$ cat config.mk
export PLATFORM = sky130hd
export DESIGN_NAME = ex_muldiv_ctrl_flat
export DESIGN_NICKNAME = d
export VERILOG_FILES = /design/src/rtl/ex_muldiv_ctrl_pkg.sv /design/src/rtl/ex_muldiv_ctrl_if.sv /design/src/rtl/ex_muldiv_ctrl_datapath.sv /design/src/rtl/ex_muldiv_ctrl.sv /design/src/flat_wrapper.sv
export SDC_FILE = /design/constraint.sdc
export NUM_CORES = 1
export LEC_CHECK = 0
export BUFFER_PORTS_ARGS = -buffer_cell sky130_fd_sc_hd__buf_2
export CAP_MARGIN = 10
export CORE_MARGIN = 1
export CORE_UTILIZATION = 62
export DETAILED_ROUTE_END_ITERATION = 8
export PLACE_DENSITY_LB_ADDON = 0.2
export SYNTH_ARGS = -nofsm -noshare
export SYNTH_HDL_FRONTEND = slang
export SYNTH_HIERARCHICAL = 1
export SYNTH_SLANG_ARGS = --single-unit
$ cat constraint.sdc
create_clock -name clk -period 8.1 [get_ports clk]
set_input_delay 1.62 -clock clk [delete_from_list [all_inputs] [get_ports clk]]
set_output_delay 1.62 -clock clk [all_outputs]
set_load 0.01 [all_outputs]
$ cat src/rtl/ex_muldiv_ctrl_pkg.sv
// Shared RISC-V definitions used by the EX-stage multiply/divide sequencer.
//   XLEN            : operand/result width (only 32 is supported)
//   MD_MUL..MD_REMU : RV32M funct3 encodings
//   md_state_e      : sequencer FSM states (IDLE/BUSY/DONE)
//   md_a_signed / md_b_signed / md_is_div : per-op operand interpretation
// Optional feature macro used by the muldiv files: MULDIV_FAST_MUL_EN.
package riscv_pkg;

    localparam int XLEN = 32;

    localparam logic [2:0] MD_MUL    = 3'd0;
    localparam logic [2:0] MD_MULH   = 3'd1;
    localparam logic [2:0] MD_MULHSU = 3'd2;
    localparam logic [2:0] MD_MULHU  = 3'd3;
    localparam logic [2:0] MD_DIV    = 3'd4;
    localparam logic [2:0] MD_DIVU   = 3'd5;
    localparam logic [2:0] MD_REM    = 3'd6;
    localparam logic [2:0] MD_REMU   = 3'd7;

    typedef enum logic [1:0] {
        MD_IDLE = 2'd0,
        MD_BUSY = 2'd1,
        MD_DONE = 2'd2
    } md_state_e;

    // Operand A is two's complement for MULH, MULHSU, DIV and REM.
    function automatic logic md_a_signed(input logic [2:0] op);
        return (op == MD_MULH) || (op == MD_MULHSU) || (op == MD_DIV) || (op == MD_REM);
    endfunction

    // Operand B is two's complement for MULH, DIV and REM only.
    function automatic logic md_b_signed(input logic [2:0] op);
        return (op == MD_MULH) || (op == MD_DIV) || (op == MD_REM);
    endfunction

    // funct3[2] separates the divide group from the multiply group.
    function automatic logic md_is_div(input logic [2:0] op);
        return op[2];
    endfunction

endpackage

$ cat src/rtl/ex_muldiv_ctrl_if.sv
// EX-stage <-> muldiv sequencer handshake bundle.
//   start_e, op_e, a_e, b_e, flush_e : from EX / hazard unit to the sequencer
//   stall_req, done, result          : from the sequencer back to the pipeline
// master = pipeline side, slave = sequencer side.
interface ex_muldiv_ctrl_if;
    import riscv_pkg::*;

    logic            start_e;
    logic [2:0]      op_e;
    logic [XLEN-1:0] a_e;
    logic [XLEN-1:0] b_e;
    logic            flush_e;
    logic            stall_req;
    logic            done;
    logic [XLEN-1:0] result;

    modport master (
        output start_e, op_e, a_e, b_e, flush_e,
        input  stall_req, done, result
    );

    modport slave (
        input  start_e, op_e, a_e, b_e, flush_e,
        output stall_req, done, result
    );

endinterface

$ cat src/rtl/ex_muldiv_ctrl_datapath.sv
// muldiv_datapath: operand/accumulator registers of the RV32M sequencer.
//   load      : latch operand magnitudes, sign flags and op (accept cycle)
//   step      : perform one shift-add / restoring shift-subtract iteration
//   finish    : final iteration; result <= sign-fixed value
//   imm_load  : result <= imm_val (special case) or fast product
//   result    : registered muldiv result, held until the next completion
// MULDIV_FAST_MUL_EN: multiplies resolve through a 33x33 signed multiplier on imm_load.
module muldiv_datapath #(
    parameter int XLEN = riscv_pkg::XLEN
) (
    input  logic            clk,
    input  logic            reset,
    input  logic            load,
    input  logic [2:0]      op,
    input  logic [XLEN-1:0] a,
    input  logic [XLEN-1:0] b,
    input  logic            step,
    input  logic            finish,
    input  logic            imm_load,
    input  logic [XLEN-1:0] imm_val,
    output logic [XLEN-1:0] result
);
    import riscv_pkg::*;

    // Shared accumulator: multiply = {partial high, multiplier},
    // divide = {remainder, dividend/quotient}.
    logic [2*XLEN-1:0] acc_r, acc_nxt_s;
    logic [XLEN-1:0]   opnd_r;
    logic [2:0]        op_r;
    logic              neg_a_r, neg_b_r;
    logic [XLEN-1:0]   result_r;

    logic            a_sgn_s, b_sgn_s, neg_a_s, neg_b_s;
    logic [XLEN-1:0] mag_a_s, mag_b_s;
    logic [XLEN:0]   mul_sum_s, div_shift_s, div_diff_s;

    assign a_sgn_s = md_a_signed(op);
    assign b_sgn_s = md_b_signed(op);
    assign neg_a_s = a_sgn_s && a[XLEN-1];
    assign neg_b_s = b_sgn_s && b[XLEN-1];
    assign mag_a_s = neg_a_s ? ({XLEN{1'b0}} - a) : a;
    assign mag_b_s = neg_b_s ? ({XLEN{1'b0}} - b) : b;

    // Negate product / quotient / remainder according to the latched signs.
    function automatic logic [XLEN-1:0] md_fixup(
        input logic [2:0]        f_op,
        input logic              f_neg_a,
        input logic              f_neg_b,
        input logic [2*XLEN-1:0] f_acc
    );
        logic [2*XLEN-1:0] prod;
        logic [XLEN-1:0]   quo;
        logic [XLEN-1:0]   rem;
        logic [XLEN-1:0]   res;
        prod = (f_neg_a ^ f_neg_b) ? ({(2*XLEN){1'b0}} - f_acc) : f_acc;
        quo  = (f_neg_a ^ f_neg_b) ? ({XLEN{1'b0}} - f_acc[XLEN-1:0]) : f_acc[XLEN-1:0];
        rem  = f_neg_a ? ({XLEN{1'b0}} - f_acc[2*XLEN-1:XLEN]) : f_acc[2*XLEN-1:XLEN];
        case (f_op)
            MD_MUL:                       res = prod[XLEN-1:0];
            MD_MULH, MD_MULHSU, MD_MULHU: res = prod[2*XLEN-1:XLEN];
            MD_DIV, MD_DIVU:              res = quo;
            MD_REM, MD_REMU:              res = rem;
            default:                      res = {XLEN{1'b0}};
        endcase
        return res;
    endfunction

    // One iteration of shift-add multiply or restoring divide.
    always_comb begin
        mul_sum_s   = {1'b0, acc_r[2*XLEN-1:XLEN]} + (acc_r[0] ? {1'b0, opnd_r} : {(XLEN+1){1'b0}});
        div_shift_s = {acc_r[2*XLEN-1:XLEN], acc_r[XLEN-1]};
        // remainder < divisor keeps the shifted value below 2*divisor, so bit XLEN
        // of the difference is a clean borrow flag.
        div_diff_s  = div_shift_s - {1'b0, opnd_r};
        acc_nxt_s   = acc_r;
        if (md_is_div(op_r)) begin
            if (!div_diff_s[XLEN]) begin
                acc_nxt_s = {div_diff_s[XLEN-1:0], acc_r[XLEN-2:0], 1'b1};
            end else begin
                acc_nxt_s = {div_shift_s[XLEN-1:0], acc_r[XLEN-2:0], 1'b0};
            end
        end else begin
            acc_nxt_s = {mul_sum_s, acc_r[XLEN-1:1]};
        end
    end

`ifdef MULDIV_FAST_MUL_EN
    logic signed [XLEN:0]     fa_s, fb_s;
    logic signed [2*XLEN+1:0] fprod_s;
    logic [XLEN-1:0]          fast_res_s;
    assign fa_s       = {a_sgn_s & a[XLEN-1], a};
    assign fb_s       = {b_sgn_s & b[XLEN-1], b};
    assign fprod_s    = fa_s * fb_s;
    assign fast_res_s = (op == MD_MUL) ? fprod_s[XLEN-1:0] : fprod_s[2*XLEN-1:XLEN];
`endif

    // Operand and accumulator registers.
    always_ff @(posedge clk or posedge reset) begin
        if (reset) begin
            acc_r   <= {(2*XLEN){1'b0}};
            opnd_r  <= {XLEN{1'b0}};
            op_r    <= 3'd0;
            neg_a_r <= 1'b0;
            neg_b_r <= 1'b0;
        end else if (load) begin
            // Product is commutative, so both groups use acc = |a|, opnd = |b|.
            acc_r   <= {{XLEN{1'b0}}, mag_a_s};
            opnd_r  <= mag_b_s;
            op_r    <= op;
            neg_a_r <= neg_a_s;
            neg_b_r <= neg_b_s;
        end else if (step) begin
            acc_r   <= acc_nxt_s;
        end
    end

    // Result register: immediate results in the accept cycle, iterative ones on the final step.
    always_ff @(posedge clk or posedge reset) begin
        if (reset) begin
            result_r <= {XLEN{1'b0}};
        end else if (imm_load) begin
`ifdef MULDIV_FAST_MUL_EN
            if (!md_is_div(op)) begin
                result_r <= fast_res_s;
            end else begin
                result_r <= imm_val;
            end
`else
            result_r <= imm_val;
`endif
        end else if (finish) begin
            result_r <= md_fixup(op_r, neg_a_r, neg_b_r, acc_nxt_s);
        end
    end

    assign result = result_r;

endmodule

$ cat src/rtl/ex_muldiv_ctrl.sv
// ex_muldiv_ctrl: EX-stage RV32M multiply/divide sequencer.
//   clk, reset : clock, asynchronous active-high reset
//   md (slave) : start_e/op_e/a_e/b_e/flush_e in; stall_req/done/result out
// Iterative ops take 33 cycles start-to-done; divide-by-zero and signed overflow
// complete in 1. With MULDIV_FAST_MUL_EN defined, all multiplies complete in 1.
module ex_muldiv_ctrl #(
    parameter int XLEN = riscv_pkg::XLEN
) (
    input  logic             clk,
    input  logic             reset,
    ex_muldiv_ctrl_if.slave  md
);
    import riscv_pkg::*;

    localparam int CNT_W = $clog2(XLEN);

    md_state_e        state_r, state_nxt_s;
    logic [CNT_W-1:0] cnt_r, cnt_nxt_s;
    logic             done_r;

    logic            accept_s, is_div_s, div_zero_s, sovf_s, special_s, fast_s;
    logic            imm_load_s, step_s, finish_s;
    logic [XLEN-1:0] special_val_s;

    // start_e is only honoured in IDLE: in BUSY/DONE it is the same held instruction.
    assign accept_s   = (state_r == MD_IDLE) && md.start_e && !md.flush_e;
    assign is_div_s   = md_is_div(md.op_e);
    assign div_zero_s = is_div_s && (md.b_e == {XLEN{1'b0}});
    assign sovf_s     = ((md.op_e == MD_DIV) || (md.op_e == MD_REM)) &&
                        (md.a_e == {1'b1, {(XLEN-1){1'b0}}}) && (md.b_e == {XLEN{1'b1}});
    assign special_s  = div_zero_s || sovf_s;

`ifdef MULDIV_FAST_MUL_EN
    assign fast_s = !is_div_s;
`else
    assign fast_s = 1'b0;
`endif

    assign imm_load_s = accept_s && (special_s || fast_s);
    assign step_s     = (state_r == MD_BUSY) && !md.flush_e;
    assign finish_s   = step_s && (cnt_r == {CNT_W{1'b0}});

    // Architected results for divide-by-zero and signed overflow (op_e[1] selects REM*).
    always_comb begin
        special_val_s = {XLEN{1'b0}};
        if (div_zero_s) begin
            if (md.op_e[1]) begin
                special_val_s = md.a_e;
            end else begin
                special_val_s = {XLEN{1'b1}};
            end
        end else if (sovf_s) begin
            if (md.op_e[1]) begin
                special_val_s = {XLEN{1'b0}};
            end else begin
                special_val_s = {1'b1, {(XLEN-1){1'b0}}};
            end
        end else begin
            special_val_s = {XLEN{1'b0}};
        end
    end

    // Next-state and iteration counter; flush wins in every state.
    always_comb begin
        state_nxt_s = state_r;
        cnt_nxt_s   = cnt_r;
        if (md.flush_e) begin
            state_nxt_s = MD_IDLE;
        end else begin
            case (state_r)
                MD_IDLE: begin
                    if (accept_s) begin
                        if (special_s || fast_s) begin
                            state_nxt_s = MD_DONE;
                        end else begin
                            cnt_nxt_s   = CNT_W'(XLEN - 1);
                            state_nxt_s = MD_BUSY;
                        end
                    end else begin
                        state_nxt_s = MD_IDLE;
                    end
                end
                MD_BUSY: begin
                    if (cnt_r == {CNT_W{1'b0}}) begin
                        state_nxt_s = MD_DONE;
                    end else begin
                        cnt_nxt_s = cnt_r - {{(CNT_W-1){1'b0}}, 1'b1};
                    end
                end
                MD_DONE: state_nxt_s = MD_IDLE;
                default: state_nxt_s = MD_IDLE;
            endcase
        end
    end

    // State, counter and the Moore done flag.
    always_ff @(posedge clk or posedge reset) begin
        if (reset) begin
            state_r <= MD_IDLE;
            cnt_r   <= {CNT_W{1'b0}};
            done_r  <= 1'b0;
        end else begin
            state_r <= state_nxt_s;
            cnt_r   <= cnt_nxt_s;
            done_r  <= (state_nxt_s == MD_DONE);
        end
    end

    muldiv_datapath #(.XLEN(XLEN)) u_dp (
        .clk      (clk),
        .reset    (reset),
        .load     (accept_s),
        .op       (md.op_e),
        .a        (md.a_e),
        .b        (md.b_e),
        .step     (step_s),
        .finish   (finish_s),
        .imm_load (imm_load_s),
        .imm_val  (special_val_s),
        .result   (md.result)
    );

    // Combinational in the start cycle so EX holds the instruction immediately.
    assign md.stall_req = !reset && (accept_s || (state_r == MD_BUSY));
    assign md.done      = done_r;

endmodule

$ cat src/flat_wrapper.sv
// flat-port wrapper written by rule: the top's interface ports become plain ports
module ex_muldiv_ctrl_flat import riscv_pkg::*;
#(
    parameter int XLEN = riscv_pkg::XLEN
)
  (clk, reset, md_start_e, md_op_e, md_a_e, md_b_e, md_flush_e, md_stall_req, md_done, md_result);
  ex_muldiv_ctrl_if md_i ();
  input  logic clk;
  input  logic reset;
  input wire logic [$bits(md_i.start_e)-1:0] md_start_e;
  input wire logic [$bits(md_i.op_e)-1:0] md_op_e;
  input wire logic [$bits(md_i.a_e)-1:0] md_a_e;
  input wire logic [$bits(md_i.b_e)-1:0] md_b_e;
  input wire logic [$bits(md_i.flush_e)-1:0] md_flush_e;
  output wire logic [$bits(md_i.stall_req)-1:0] md_stall_req;
  output wire logic [$bits(md_i.done)-1:0] md_done;
  output wire logic [$bits(md_i.result)-1:0] md_result;
  assign md_i.start_e = md_start_e;
  assign md_i.op_e = md_op_e;
  assign md_i.a_e = md_a_e;
  assign md_i.b_e = md_b_e;
  assign md_i.flush_e = md_flush_e;
  assign md_stall_req = md_i.stall_req;
  assign md_done = md_i.done;
  assign md_result = md_i.result;
  ex_muldiv_ctrl #(.XLEN(XLEN)) u_core (.clk(clk), .reset(reset), .md(md_i));
endmodule
==> report_table.html <==
<table>
<tr><th>Metric</th><th>Value</th></tr>
<tr><th colspan="2">Routing</th></tr>
<tr><td>Number of design-rule violations left by the first detailed-router iteration</td><td>3057</td></tr>
<tr><td>Total vias in the final route</td><td>18.2k</td></tr>
<tr><td>Average vias per placed instance</td><td>7.06</td></tr>
<tr><td>DRC violation count after routing</td><td>1</td></tr>
<tr><td>Number of search-and-repair iterations in the first detailed-routing pass</td><td>9</td></tr>
<tr><td>Post-Route WL</td><td>62700 um</td></tr>
<tr><td>Detail-routed net length per standard cell</td><td>24.4 um</td></tr>
<tr><td>Post-DRT Antenna Nets</td><td>0</td></tr>
<tr><th colspan="2">STA</th></tr>
<tr><td>Actual transition at the worst max-transition pin</td><td>1160 ps</td></tr>
<tr><td>Period Utilization, post-route</td><td>0.836</td></tr>
<tr><td>Unrepaired setup endpoints after global routing</td><td>false</td></tr>
<tr><td>Setup slack of the critical path after layout</td><td>1330 ps</td></tr>
<tr><td>Worst rel slew slack</td><td>0.223</td></tr>
<tr><td>Worst Clk Skew</td><td>20.7 ps</td></tr>
<tr><td>Total negative setup slack</td><td>0 ps</td></tr>
<tr><td>Min Tclk post-route</td><td>6770 ps</td></tr>
<tr><td>Setup-failing EPs final</td><td>0</td></tr>
<tr><td>Hold violation total from the final report</td><td>0</td></tr>
<tr><td>Achievable Freq</td><td>148 MHz</td></tr>
<tr><td>Final Hold Slack</td><td>550 ps</td></tr>
<tr><td>Max-slew violation count</td><td>0</td></tr>
<tr><th colspan="2">Pwr</th></tr>
<tr><td>Static Leak</td><td>7.30 nW</td></tr>
<tr><td>Worst vdd ir</td><td>210 uV</td></tr>
<tr><td>Power per cell area</td><td>358 mW/mm^2</td></tr>
<tr><th colspan="2">Synthesis</th></tr>
<tr><td>Sequential area share after synthesis</td><td>0.220</td></tr>
<tr><td>Most common cell in the netlist</td><td>sky130_fd_sc_hd__nor2_1</td></tr>
<tr><td>Area share of the largest cell type after synthesis</td><td>0.220</td></tr>
<tr><td>EDFF count, synth</td><td>0</td></tr>
<tr><td>Count of synthesis-stage warnings from yosys</td><td>6</td></tr>
<tr><td>Cell taking the most area after synthesis</td><td>sky130_fd_sc_hd__dfrtp_1</td></tr>
<tr><td>Most used flip-flop cell after synthesis</td><td>sky130_fd_sc_hd__dfrtp_1</td></tr>
<tr><td>Seq cells post-synth</td><td>141</td></tr>
<tr><td>Yosys cell types</td><td>95</td></tr>
<tr><td>Post-Synthesis Net Count</td><td>2347</td></tr>
<tr><td>Post-synthesis instance total</td><td>2205</td></tr>
<tr><td>Synthesized area per cell</td><td>7.26 um^2</td></tr>
<tr><td>Top cells by area in the synthesized netlist</td><td>sky130_fd_sc_hd__dfrtp_1 (22%), sky130_fd_sc_hd__a21oi_1 (8.1%), sky130_fd_sc_hd__nor2_1 (6.4%)</td></tr>
<tr><td>Async set or reset register ratio after synthesis</td><td>1.00</td></tr>
<tr><td>Post-synthesis cell area</td><td>0.0160 mm^2</td></tr>
<tr><td>List of most frequent post-synthesis cells</td><td>sky130_fd_sc_hd__nor2_1 (274), sky130_fd_sc_hd__a21oi_1 (260), sky130_fd_sc_hd__nand2_1 (210), sky130_fd_sc_hd__dfrtp_1 (141), sky130_fd_sc_hd__o21ai_0 (133)</td></tr>
<tr><th colspan="2">Global routing</th></tr>
<tr><td>Global-route wire length before repair</td><td>95400 um</td></tr>
<tr><td>Total GRT Usage</td><td>0.472</td></tr>
<tr><td>Total congestion overflow after global routing</td><td>0</td></tr>
<tr><td>Number of global-route vias before repair</td><td>16.5k</td></tr>
<tr><td>Pin count of the biggest net entering global routing</td><td>99</td></tr>
<tr><td>Initial antenna violation count</td><td>1</td></tr>
<tr><th colspan="2">Floorplanning</th></tr>
<tr><td>Overall die height</td><td>163 um</td></tr>
<tr><td>Die Wd</td><td>163 um</td></tr>
<tr><td>Top Ports</td><td>105</td></tr>
<tr><td>FP Rows</td><td>58</td></tr>
<tr><td>Initial standard-cell utilization of the core</td><td>0.634</td></tr>
<tr><td>Area of the placeable core</td><td>0.0253 mm^2</td></tr>
<tr><td>Floorplan die area</td><td>0.0265 mm^2</td></tr>
<tr><th colspan="2">Placed design</th></tr>
<tr><td>Count of buffers from port buffering</td><td>104</td></tr>
<tr><td>Place WS</td><td>1640 ps</td></tr>
<tr><td>Global placement routability congestion</td><td>1.07</td></tr>
<tr><td>HPWL after detailed placement</td><td>47500 um</td></tr>
<tr><th colspan="2">CTS</th></tr>
<tr><td>Deepest level of the CTS H-tree</td><td>4</td></tr>
<tr><td>Post-CTS Resized</td><td>0</td></tr>
<tr><td>Clock tree sinks</td><td>141</td></tr>
<tr><td>Total CTS buffers</td><td>17</td></tr>
<tr><td>CTS Root Cell</td><td>sky130_fd_sc_hd__clkbuf_16</td></tr>
<tr><td>CTS tree</td><td>yes</td></tr>
<tr><td>Insertion delay to the later sink of the worst-skew pair</td><td>440 ps</td></tr>
<tr><td>Clock-pin transition on the worst setup and hold timing paths</td><td>70 ps</td></tr>
<tr><td>Post-CTS setup repair buffer count</td><td>0</td></tr>
<tr><td>Max Root-Sink Buffers</td><td>2</td></tr>
<tr><td>Hold-fix buffers, CTS</td><td>0</td></tr>
<tr><th colspan="2">Worst setup path</th></tr>
<tr><td>Kind of critical path</td><td>reg -&gt; reg</td></tr>
<tr><td>Arrival time at the worst endpoint</td><td>7080 ps</td></tr>
<tr><td>Crit Path Max Fanout</td><td>21</td></tr>
<tr><td>Worst R2R Setup Slack</td><td>1330 ps</td></tr>
<tr><td>Type of element launching the critical path</td><td>flop</td></tr>
<tr><td>Element type at the critical path end</td><td>flop</td></tr>
<tr><td>Worst path required time</td><td>8410 ps</td></tr>
<tr><th colspan="2">Status</th></tr>
<tr><td>Failing checks</td><td>design-rule violations</td></tr>
<tr><td>Outcome</td><td>finished, violations left</td></tr>
<tr><th colspan="2">Min path</th></tr>
<tr><td>Path type of the worst min-delay path</td><td>reg -&gt; reg</td></tr>
<tr><th colspan="2">Final layout</th></tr>
<tr><td>Final core utilization</td><td>0.681</td></tr>
<tr><td>Post-synthesis to final-layout area growth</td><td>7.44%</td></tr>
<tr><td>FF/Latch Area</td><td>0.00353 mm^2</td></tr>
<tr><td>Multi-input combinational cell area</td><td>0.0116 mm^2</td></tr>
<tr><td>Fin nets</td><td>2369</td></tr>
<tr><td>Number of fillers in the final layout</td><td>2157</td></tr>
<tr><td>Ratio of cells with drive above 1 in the final layout</td><td>0.106</td></tr>
<tr><th colspan="2">Flow run</th></tr>
<tr><td>Number of violations of the max-capacitance limit</td><td>0</td></tr>
</table>
==> sequential cells by signal, indices dropped and copies added, names as in the netlist <==
name                 cells
u_core/u_dp/neg_a_r      1
u_core/cnt_r             5
u_core/u_dp/neg_b_r      1
u_core/u_dp/opnd_r      32
u_core/state_r           2
u_core/u_dp/result      32
u_core/u_dp/acc_r       64
u_core/md.done           1
u_core/u_dp/op_r         3
==> logic make-up (layout without fill, tap and decap cells) <==
group | after synthesis | in the layout | synth area share
simple gates | 827 | 827 | 0.245
compound gates | 707 | 707 | 0.286
buf+inv | 223 | 258 | 0.0573
xor+xnor | 167 | 167 | 0.0913
flops | 141 | 141 | 0.220
fa+ha+maj | 71 | 71 | 0.0564
mux | 69 | 69 | 0.0437
other cells | 0 | 2 | 0
==> final timing paths <==
| kind | start | to | depth (start not counted) |
|---|---|---|---|
| worst max-delay path | u_core/u_dp/acc_r[31] | u_core/u_dp/result[16] | 21 |
| worst min-delay path | u_core/u_dp/opnd_r[0] | u_core/u_dp/opnd_r[0] | 1 |
| worst max register to register | u_core/u_dp/acc_r[31] | u_core/u_dp/result[16] | 21 |
| worst min register to register | u_core/u_dp/opnd_r[0] | u_core/u_dp/opnd_r[0] | 1 |
| max in group asynchronous | reset | u_core/u_dp/op_r[2] | 3 |
| min in group asynchronous | reset | u_core/md.done | 2 |
==> layer usage <==
layer / vias to the layer above / part of all wire / global-route usage
met5: - / 0 / 0
met4: 0 / 0.047 / 0.185
met3: 250 / 0.15 / 0.150
met2: 1366 / 0.42 / 0.696
met1: 8493 / 0.39 / 0.637
li1: 8050 / - / -
==> cells in the final DEF (no fill, tap or decap), drive strengths merged, types with 14 or more instances in the layout <==
cell type	instances
a211oi	40
a21o	23
a21oi	270
a31oi	42
and2	49
buf	128
clkbuf	17
dfrtp	141
ha	69
inv	102
mux2i	61
nand2	210
nand2b	22
nand3	42
nand4	37
nor2	275
nor2b	15
nor3	62
nor4	34
o211ai	25
o21ai	140
o22ai	14
o31ai	32
or3	32
xnor2	87
xor2	80
==> power by group <==
group / leakage (nW) / internal [mW] / switching, mW
logic: 5.30 / 1.39 / 2.80
registers: 1.72 / 0.860 / 0.306
clock network: 0.280 / 0.411 / 0.394
==> layout make-up <==
cell class	instances	area share
Multi-Input combinational cell	1841	0.674
Antenna cell	2	0.000291
Tap cell	330	0.0240
Inverter	98	0.0218
Sequential cell	141	0.205
Clock buffer	17	0.0247
Clock inverter	15	0.00916
Timing Repair Buffer	128	0.0407
==> critical path: stages (launching register included) <==
cell and delay [ps]:
sky130_fd_sc_hd__dfrtp_1 470, sky130_fd_sc_hd__inv_1 90, sky130_fd_sc_hd__ha_1 170, sky130_fd_sc_hd__inv_1 60
sky130_fd_sc_hd__fa_1 420, sky130_fd_sc_hd__a211oi_1 380, sky130_fd_sc_hd__o211ai_2 240, sky130_fd_sc_hd__nand3_1 210
sky130_fd_sc_hd__a21boi_2 130, sky130_fd_sc_hd__o21ai_2 770, sky130_fd_sc_hd__nand2_1 650, sky130_fd_sc_hd__nand2_1 200
sky130_fd_sc_hd__a31oi_1 230, sky130_fd_sc_hd__inv_1 140, sky130_fd_sc_hd__ha_1 210, sky130_fd_sc_hd__o31ai_1 130
sky130_fd_sc_hd__nor2_1 760, sky130_fd_sc_hd__nand4_1 390, sky130_fd_sc_hd__mux2i_1 210, sky130_fd_sc_hd__o31a_1 290
sky130_fd_sc_hd__o31ai_1 370, sky130_fd_sc_hd__nand2_1 110
==> stage by stage <==
| stage | area, um^2 | power [mW] | cells |
|---|---|---|---|
| after floorplan | 16000 | 3.90 | 2205 |
| after global placement | 16600 | 5.06 | 2538 |
| after detailed placement | 16600 | 5.12 | 2538 |
| after CTS | 17200 | 5.95 | 2570 |
| after global routing | 17200 | 6.45 | 2570 |
| final | 17200 | 6.16 | 2572 |
Power figures use the tool's default switching activity.
